===== src/rtl/regfile_pkg.sv =====
// Shared types and default geometry for the multi-port register file.
package regfile_pkg;

    typedef enum logic {
        ST_CLEAR = 1'b0,
        ST_RUN   = 1'b1
    } state_t;

    localparam int DEF_DATA_WIDTH = 32;
    localparam int DEF_ADD_REG    = 5;
    localparam int DEF_REG_DEPTH  = 32;

endpackage


===== src/rtl/regfile_rd_port.sv =====
// One combinational read port: range check, zero-register force and
// write-to-read forwarding in front of the stored word.
module regfile_rd_port
    import regfile_pkg::*;
#(
    parameter int DATA_WIDTH = DEF_DATA_WIDTH,
    parameter int ADD_REG    = DEF_ADD_REG,
    parameter int REG_DEPTH  = DEF_REG_DEPTH,
    parameter int ZERO_REG   = 1,
    parameter int BYPASS     = 1
) (
    input  logic                                  run_i,
    input  logic [ADD_REG-1:0]                    rs_i,
    input  logic [REG_DEPTH-1:0][DATA_WIDTH-1:0]  mem_i,
    input  logic                                  we0_i,
    input  logic [ADD_REG-1:0]                    rd0_i,
    input  logic [DATA_WIDTH-1:0]                 wd0_i,
    input  logic                                  we1_i,
    input  logic [ADD_REG-1:0]                    rd1_i,
    input  logic [DATA_WIDTH-1:0]                 wd1_i,
    output logic [DATA_WIDTH-1:0]                 rdata_o
);

    localparam int IDX_W = (REG_DEPTH > 1) ? $clog2(REG_DEPTH) : 1;

    logic in_range, is_zero, hit0, hit1;

    assign in_range = ({1'b0, rs_i} < (ADD_REG + 1)'(REG_DEPTH));
    assign is_zero  = (ZERO_REG != 0) && (rs_i == '0);
    assign hit1     = (BYPASS != 0) && we1_i && (rd1_i == rs_i);
    assign hit0     = (BYPASS != 0) && we0_i && (rd0_i == rs_i);

    // Port 1 wins the forward, matching its priority on the write side.
    always_comb begin
        rdata_o = '0;
        if (run_i && in_range && !is_zero) begin
            if (hit1)
                rdata_o = wd1_i;
            else if (hit0)
                rdata_o = wd0_i;
            else
                rdata_o = mem_i[IDX_W'(rs_i)];
        end
    end

endmodule


===== src/rtl/regfile_mp.sv =====
// Multi-port register file: two prioritised write ports, NUM_RD read ports,
// and a one-register-per-cycle clear sweep gating the ready flag.
module regfile_mp
    import regfile_pkg::*;
#(
    parameter int DATA_WIDTH = DEF_DATA_WIDTH,
    parameter int ADD_REG    = DEF_ADD_REG,
    parameter int REG_DEPTH  = DEF_REG_DEPTH,
    parameter int NUM_RD     = 2,
    parameter int ZERO_REG   = 1,
    parameter int BYPASS     = 1
) (
    input  logic                         clk,
    input  logic                         reset,
    input  logic                         clear,
    input  logic                         we0,
    input  logic [ADD_REG-1:0]           rd0,
    input  logic [DATA_WIDTH-1:0]        wd0,
    input  logic                         we1,
    input  logic [ADD_REG-1:0]           rd1,
    input  logic [DATA_WIDTH-1:0]        wd1,
    input  logic [NUM_RD*ADD_REG-1:0]    rs,
    output logic [NUM_RD*DATA_WIDTH-1:0] rdata,
    output logic                         ready
);

    localparam int CNT_W = (REG_DEPTH > 1) ? $clog2(REG_DEPTH) : 1;
    localparam logic [CNT_W-1:0] LAST = CNT_W'(REG_DEPTH - 1);

    state_t                              state_q, state_d;
    logic [CNT_W-1:0]                    cnt_q, cnt_d;
    logic                                ready_q, ready_d;
    logic [REG_DEPTH-1:0][DATA_WIDTH-1:0] mem_q;

    logic sweep_we, wr_en, wr0_ok, wr1_ok;

    always_comb begin
        state_d  = state_q;
        cnt_d    = cnt_q;
        ready_d  = ready_q;
        sweep_we = 1'b0;
        wr_en    = 1'b0;
        case (state_q)
            ST_CLEAR: begin
                if (clear) begin
                    cnt_d = '0;
                end else begin
                    sweep_we = 1'b1;
                    if (cnt_q == LAST) begin
                        state_d = ST_RUN;
                        ready_d = 1'b1;
                        cnt_d   = '0;
                    end else begin
                        cnt_d = cnt_q + 1'b1;
                    end
                end
            end
            ST_RUN: begin
                if (clear) begin
                    state_d = ST_CLEAR;
                    cnt_d   = '0;
                    ready_d = 1'b0;
                end else begin
                    wr_en = 1'b1;
                end
            end
            default: begin
                state_d = ST_CLEAR;
                cnt_d   = '0;
                ready_d = 1'b0;
            end
        endcase
    end

    always_ff @(posedge clk) begin
        if (!reset) begin
            state_q <= ST_CLEAR;
            cnt_q   <= '0;
            ready_q <= 1'b0;
        end else begin
            state_q <= state_d;
            cnt_q   <= cnt_d;
            ready_q <= ready_d;
        end
    end

    assign wr0_ok = wr_en && we0 && ({1'b0, rd0} < (ADD_REG + 1)'(REG_DEPTH))
                    && !((ZERO_REG != 0) && (rd0 == '0));
    assign wr1_ok = wr_en && we1 && ({1'b0, rd1} < (ADD_REG + 1)'(REG_DEPTH))
                    && !((ZERO_REG != 0) && (rd1 == '0));

    // Storage is never reset; the sweep is what brings it to zero.
    // Port 1 is assigned last so it wins an address collision.
    always_ff @(posedge clk) begin
        if (reset) begin
            if (sweep_we) begin
                mem_q[cnt_q] <= '0;
            end else begin
                if (wr0_ok) mem_q[CNT_W'(rd0)] <= wd0;
                if (wr1_ok) mem_q[CNT_W'(rd1)] <= wd1;
            end
        end
    end

    assign ready = ready_q;

    for (genvar g = 0; g < NUM_RD; g++) begin : g_rd
        regfile_rd_port #(
            .DATA_WIDTH (DATA_WIDTH),
            .ADD_REG    (ADD_REG),
            .REG_DEPTH  (REG_DEPTH),
            .ZERO_REG   (ZERO_REG),
            .BYPASS     (BYPASS)
        ) u_rd_port (
            .run_i   (state_q == ST_RUN),
            .rs_i    (rs[g*ADD_REG +: ADD_REG]),
            .mem_i   (mem_q),
            .we0_i   (we0),
            .rd0_i   (rd0),
            .wd0_i   (wd0),
            .we1_i   (we1),
            .rd1_i   (rd1),
            .wd1_i   (wd1),
            .rdata_o (rdata[g*DATA_WIDTH +: DATA_WIDTH])
        );
    end

endmodule


===== config.mk =====
export PLATFORM = sky130hd
export DESIGN_NAME = regfile_mp
export DESIGN_NICKNAME = d
export VERILOG_FILES = /design/src/rtl/regfile_pkg.sv /design/src/rtl/regfile_rd_port.sv /design/src/rtl/regfile_mp.sv
export SDC_FILE = /design/constraint.sdc
export NUM_CORES = 2
export LEC_CHECK = 0
export BUFFER_PORTS_ARGS = -buffer_cell sky130_fd_sc_hd__buf_2
export CORE_AREA = 3 3 450 452
export CTS_CLUSTER_DIAMETER = 80
export DETAILED_ROUTE_END_ITERATION = 7
export DIE_AREA = 0 0 453 455
export PLACE_DENSITY_LB_ADDON = 0.25
export REMOVE_ABC_BUFFERS = 1
export SLEW_MARGIN = 20
export SYNTH_ARGS = -nofsm -noshare
export SYNTH_HDL_FRONTEND = slang
export SYNTH_SLANG_ARGS = --single-unit

===== constraint.sdc =====
create_clock -name clk -period 2.6 [get_ports clk]
set_clock_uncertainty 0.2 [all_clocks]
set_input_delay 0.39 -clock clk [delete_from_list [all_inputs] [get_ports clk]]
set_output_delay 0.39 -clock clk [all_outputs]
set_load 0.02 [all_outputs]

==> impl_metrics.tcl <==
set metrics [dict create \
    p_sw_frac 0.308 \
    cts_buffer_depth 3 \
    dieArea_um2 206000 \
    clkTransAtPathRegs_ns 0.06 \
    cp.arrival_ns 2.93 \
    drive_gt1_frac 0.291 \
    finalWeightedCongestion 0.968 \
    ant_nets 0 \
    htreeDepth 4 \
    path_class "reg2out" \
    crit_path_start "mem_q[737]$_DFFE_PP_" \
    finalSetupViolations 618 \
    dp_hpwl_um 257000 \
    die_y_um 455 \
    grt_pass1_wl_um 551000 \
    ys.flop_type "edfxtp_1" \
    cts_tree "yes" \
    routedWlPerCell_um 33.9 \
    slowest_delay_ns 0.53 \
    layout_commonest_cell "mux2i_1" \
    start_util 0.398 \
    numCtsBuffers 132 \
    io_buffer_count 153 \
    drt_first_iter_violations 12800 \
    cp_data_required_time_ns 2.01 \
    die_x_um 453 \
    busiest_layer "met2" \
    fin_crit_ns 3.52 \
    clk_latency_ns 0.81 \
    layout.cells.non_filler 11800 \
    min_period_over_period 1.35 \
    status "finished with violations" \
    clockRootBuffer "clkbuf_16" \
    cp-end-kind "output port" \
    power_frac_comb 0.227 \
    power_mw 51.1 \
    crit_fanout 2 \
    ys_seq_area_frac 0.389 \
    num_io_pins 154 \
    synth-edff-count 1024 \
    vdd_ir_drop_max_uv 686 \
    met2_usage 0.543 \
    core_um2 199000 \
    pwr-share-clk 0.360 \
    drv_slew 0 \
    tns_ns -67.67 \
    dp_cells 11400 \
    grt_max_degree 86 \
    place_area_um2 94100 \
    synth.avg_cell_area_um2 9.59 \
    hold_viol_final 0 \
    grt_overflow 0 \
    fmaxAchievable_mhz 284 \
    worst_slew_pin_slew_ns 0.815 \
    route.detailed.drc 19 \
    cts.sinks 1031 \
    async_reset_ff_frac 0 \
    maxCapViolCount 0 \
    critPathLaunchType "register" \
    utilization 0.527 \
    hp-start "wd1[31]" \
    grt_util_all_layers 0.362 \
    r2r-start "state_q$_SDFF_PN0_" \
    power.density_nw_per_um2 487 \
    layout_common_cells "mux2i_1, edfxtp_1, buf_4, a22o_1, nand2_1" \
    critPathSlowestCell "mux4_2" \
    regToRegSetupSlack_ns -0.17 \
    crit_family "multiplexers" \
    cp.buffers_inverters 2 \
    leakage_nw 41.0 \
    violations "design-rule violations, negative setup slack" \
    cp_cell_sequence "mux4_2 > a211oi_4 > buf_4 > nand3_4 > nor3_4 > o21ai_4 > buf_6" \
    syn-instance-count 8274 \
    finalNetCount 9104 \
    power.switching_mw 15.8 \
    route.vias.total 80700 \
    setup_slack_ns -0.919 \
    rsz0062_at_grt "yes" \
    layout-area-overhead-vs-synth_pct 32.3 \
    yosysUniqueCellTypes 60 \
    antenna_found_initial 32 \
    num_rows 164 \
    synth.yosys.warnings 0 \
    p_int_mw 35.4 \
    grtUsageMet1 0.453 \
    syn-cell-area_um2 79300 \
    seqPwrFrac 0.413 \
    dr.pass1.iters 8 \
    totalWireLength_um 399000 \
    finalInstanceArea_um2 105000 \
    hp-class "in2reg" \
    synth-seq-cells 1031 \
    grt_pass1_vias 76000 \
    max_slew_margin 0.457 \
    grtUsageMet3 0.0995 \
    avgViaCountPerCell 6.85 \
]
worst min-delay path: stages:
cell and delay (ns):
buf_2 0.23, o21ai_2 0.19, o21ai_0 0.08
cell usage after synthesis, types with 6 or more instances:
library cell | n | area (µm²)
buf_2 | 154 | 771
nor2_2 | 10 | 62.6
a211oi_1 | 62 | 465
nor2_4 | 6 | 67.6
a22oi_1 | 223 | 1670
dfxtp_1 | 7 | 140
buf_1 | 23 | 86.3
nor2_1 | 318 | 1190
mux2_2 | 188 | 2120
edfxtp_1 | 1024 | 30700
a222oi_1 | 64 | 641
nor3_1 | 72 | 360
o2bb2ai_1 | 96 | 841
buf_4 | 40 | 300
nor3b_1 | 7 | 52.6
xor2_1 | 12 | 105
a2111oi_0 | 31 | 272
and2_1 | 33 | 206
inv_1 | 67 | 251
a21oi_1 | 538 | 2690
mux4_2 | 70 | 1580
o221ai_1 | 31 | 272
clkbuf_1 | 797 | 2990
nand3b_1 | 6 | 45.0
a22o_1 | 739 | 6470
nor3_2 | 7 | 70.1
buf_6 | 7 | 78.8
xnor2_1 | 8 | 70.1
nand2_1 | 771 | 2890
nand3_1 | 168 | 841
o22ai_1 | 155 | 970
nor2b_1 | 41 | 257
mux2i_1 | 1406 | 14100
o21ai_0 | 893 | 4470
o21ai_1 | 132 | 661
nand2b_1 | 12 | 75.1
what timing repair did:
action	in CTS	in global routing
gates cloned	13	37
setup buffers	73	88
resized for setup	734	438
hold buffers	14	0
pin swaps	222	236
endpoints found under the hold margin	106	0
setup endpoints to repair	759	918
area by class of cell:
type	count	area, µm²
antenna	16	40.0
clock buffer	166	3580
clock inverter	64	489
fill	17000	94300
inverter	67	251
multi-input combinational	6153	48200
sequential	1031	30900
tap	2656	3320
timing repair buffer	1625	18200
registers in the layout (all words and copies together), names as in the netlist:
signal / flops
ready: 1
cnt_q: 5
state_q: 1
mem_q: 1024
final timing paths:
check	to	cells after the start
worst min-delay path	mem_q[383]$_DFFE_PP_	3
worst max-delay path	rdata[33]	7
worst min register to register	cnt_q[3]$_SDFFE_PN0P_	2
worst max register to register	mem_q[873]$_DFFE_PP_	14
power groups by stage:
stage | clock, mW | combinational (mW) | sequential [mW]
after floorplan | 0 | 4.92 | 21.1
after global placement | 0 | 10.0 | 21.3
after detailed placement | 0 | 10.2 | 21.4
after CTS | 18.4 | 10.8 | 21.1
after global routing | 19.0 | 12.1 | 21.2
final | 18.4 | 11.6 | 21.1
stage by stage:
step | hold slack [ns] | setup slack, ns
after floorplan | 0.302 | -10.44
after global placement | 0.331 | -1.98
after detailed placement | 0.345 | -1.59
after CTS | 0.00930 | -0.897
after global routing | 0.0770 | -0.936
final | 0.0604 | -0.919
layer usage:
layer / share of wire / vias up
met4: 0.085 / 22
met5: 0.00037 / -
met1: 0.35 / 39200
met2: 0.43 / 6510
met3: 0.14 / 1643
li1: - / 33300
cells by family (layout without fill, tap and decap cells):
kind of cell,after synthesis,in the layout,synth area share
adder cells (fa/ha/maj),5,5,0.000789
flip-flops,1031,1031,0.389
multiplexers,1664,1664,0.224
AO/OA/AOI/OAI,2975,2975,0.246
XOR/XNOR,20,20,0.00221
AND/OR/NAND/NOR,1488,1489,0.0811
buffers and inverters,1091,1922,0.0567
other,0,16,0
Note: power is estimated with default switching activity, not from simulation.
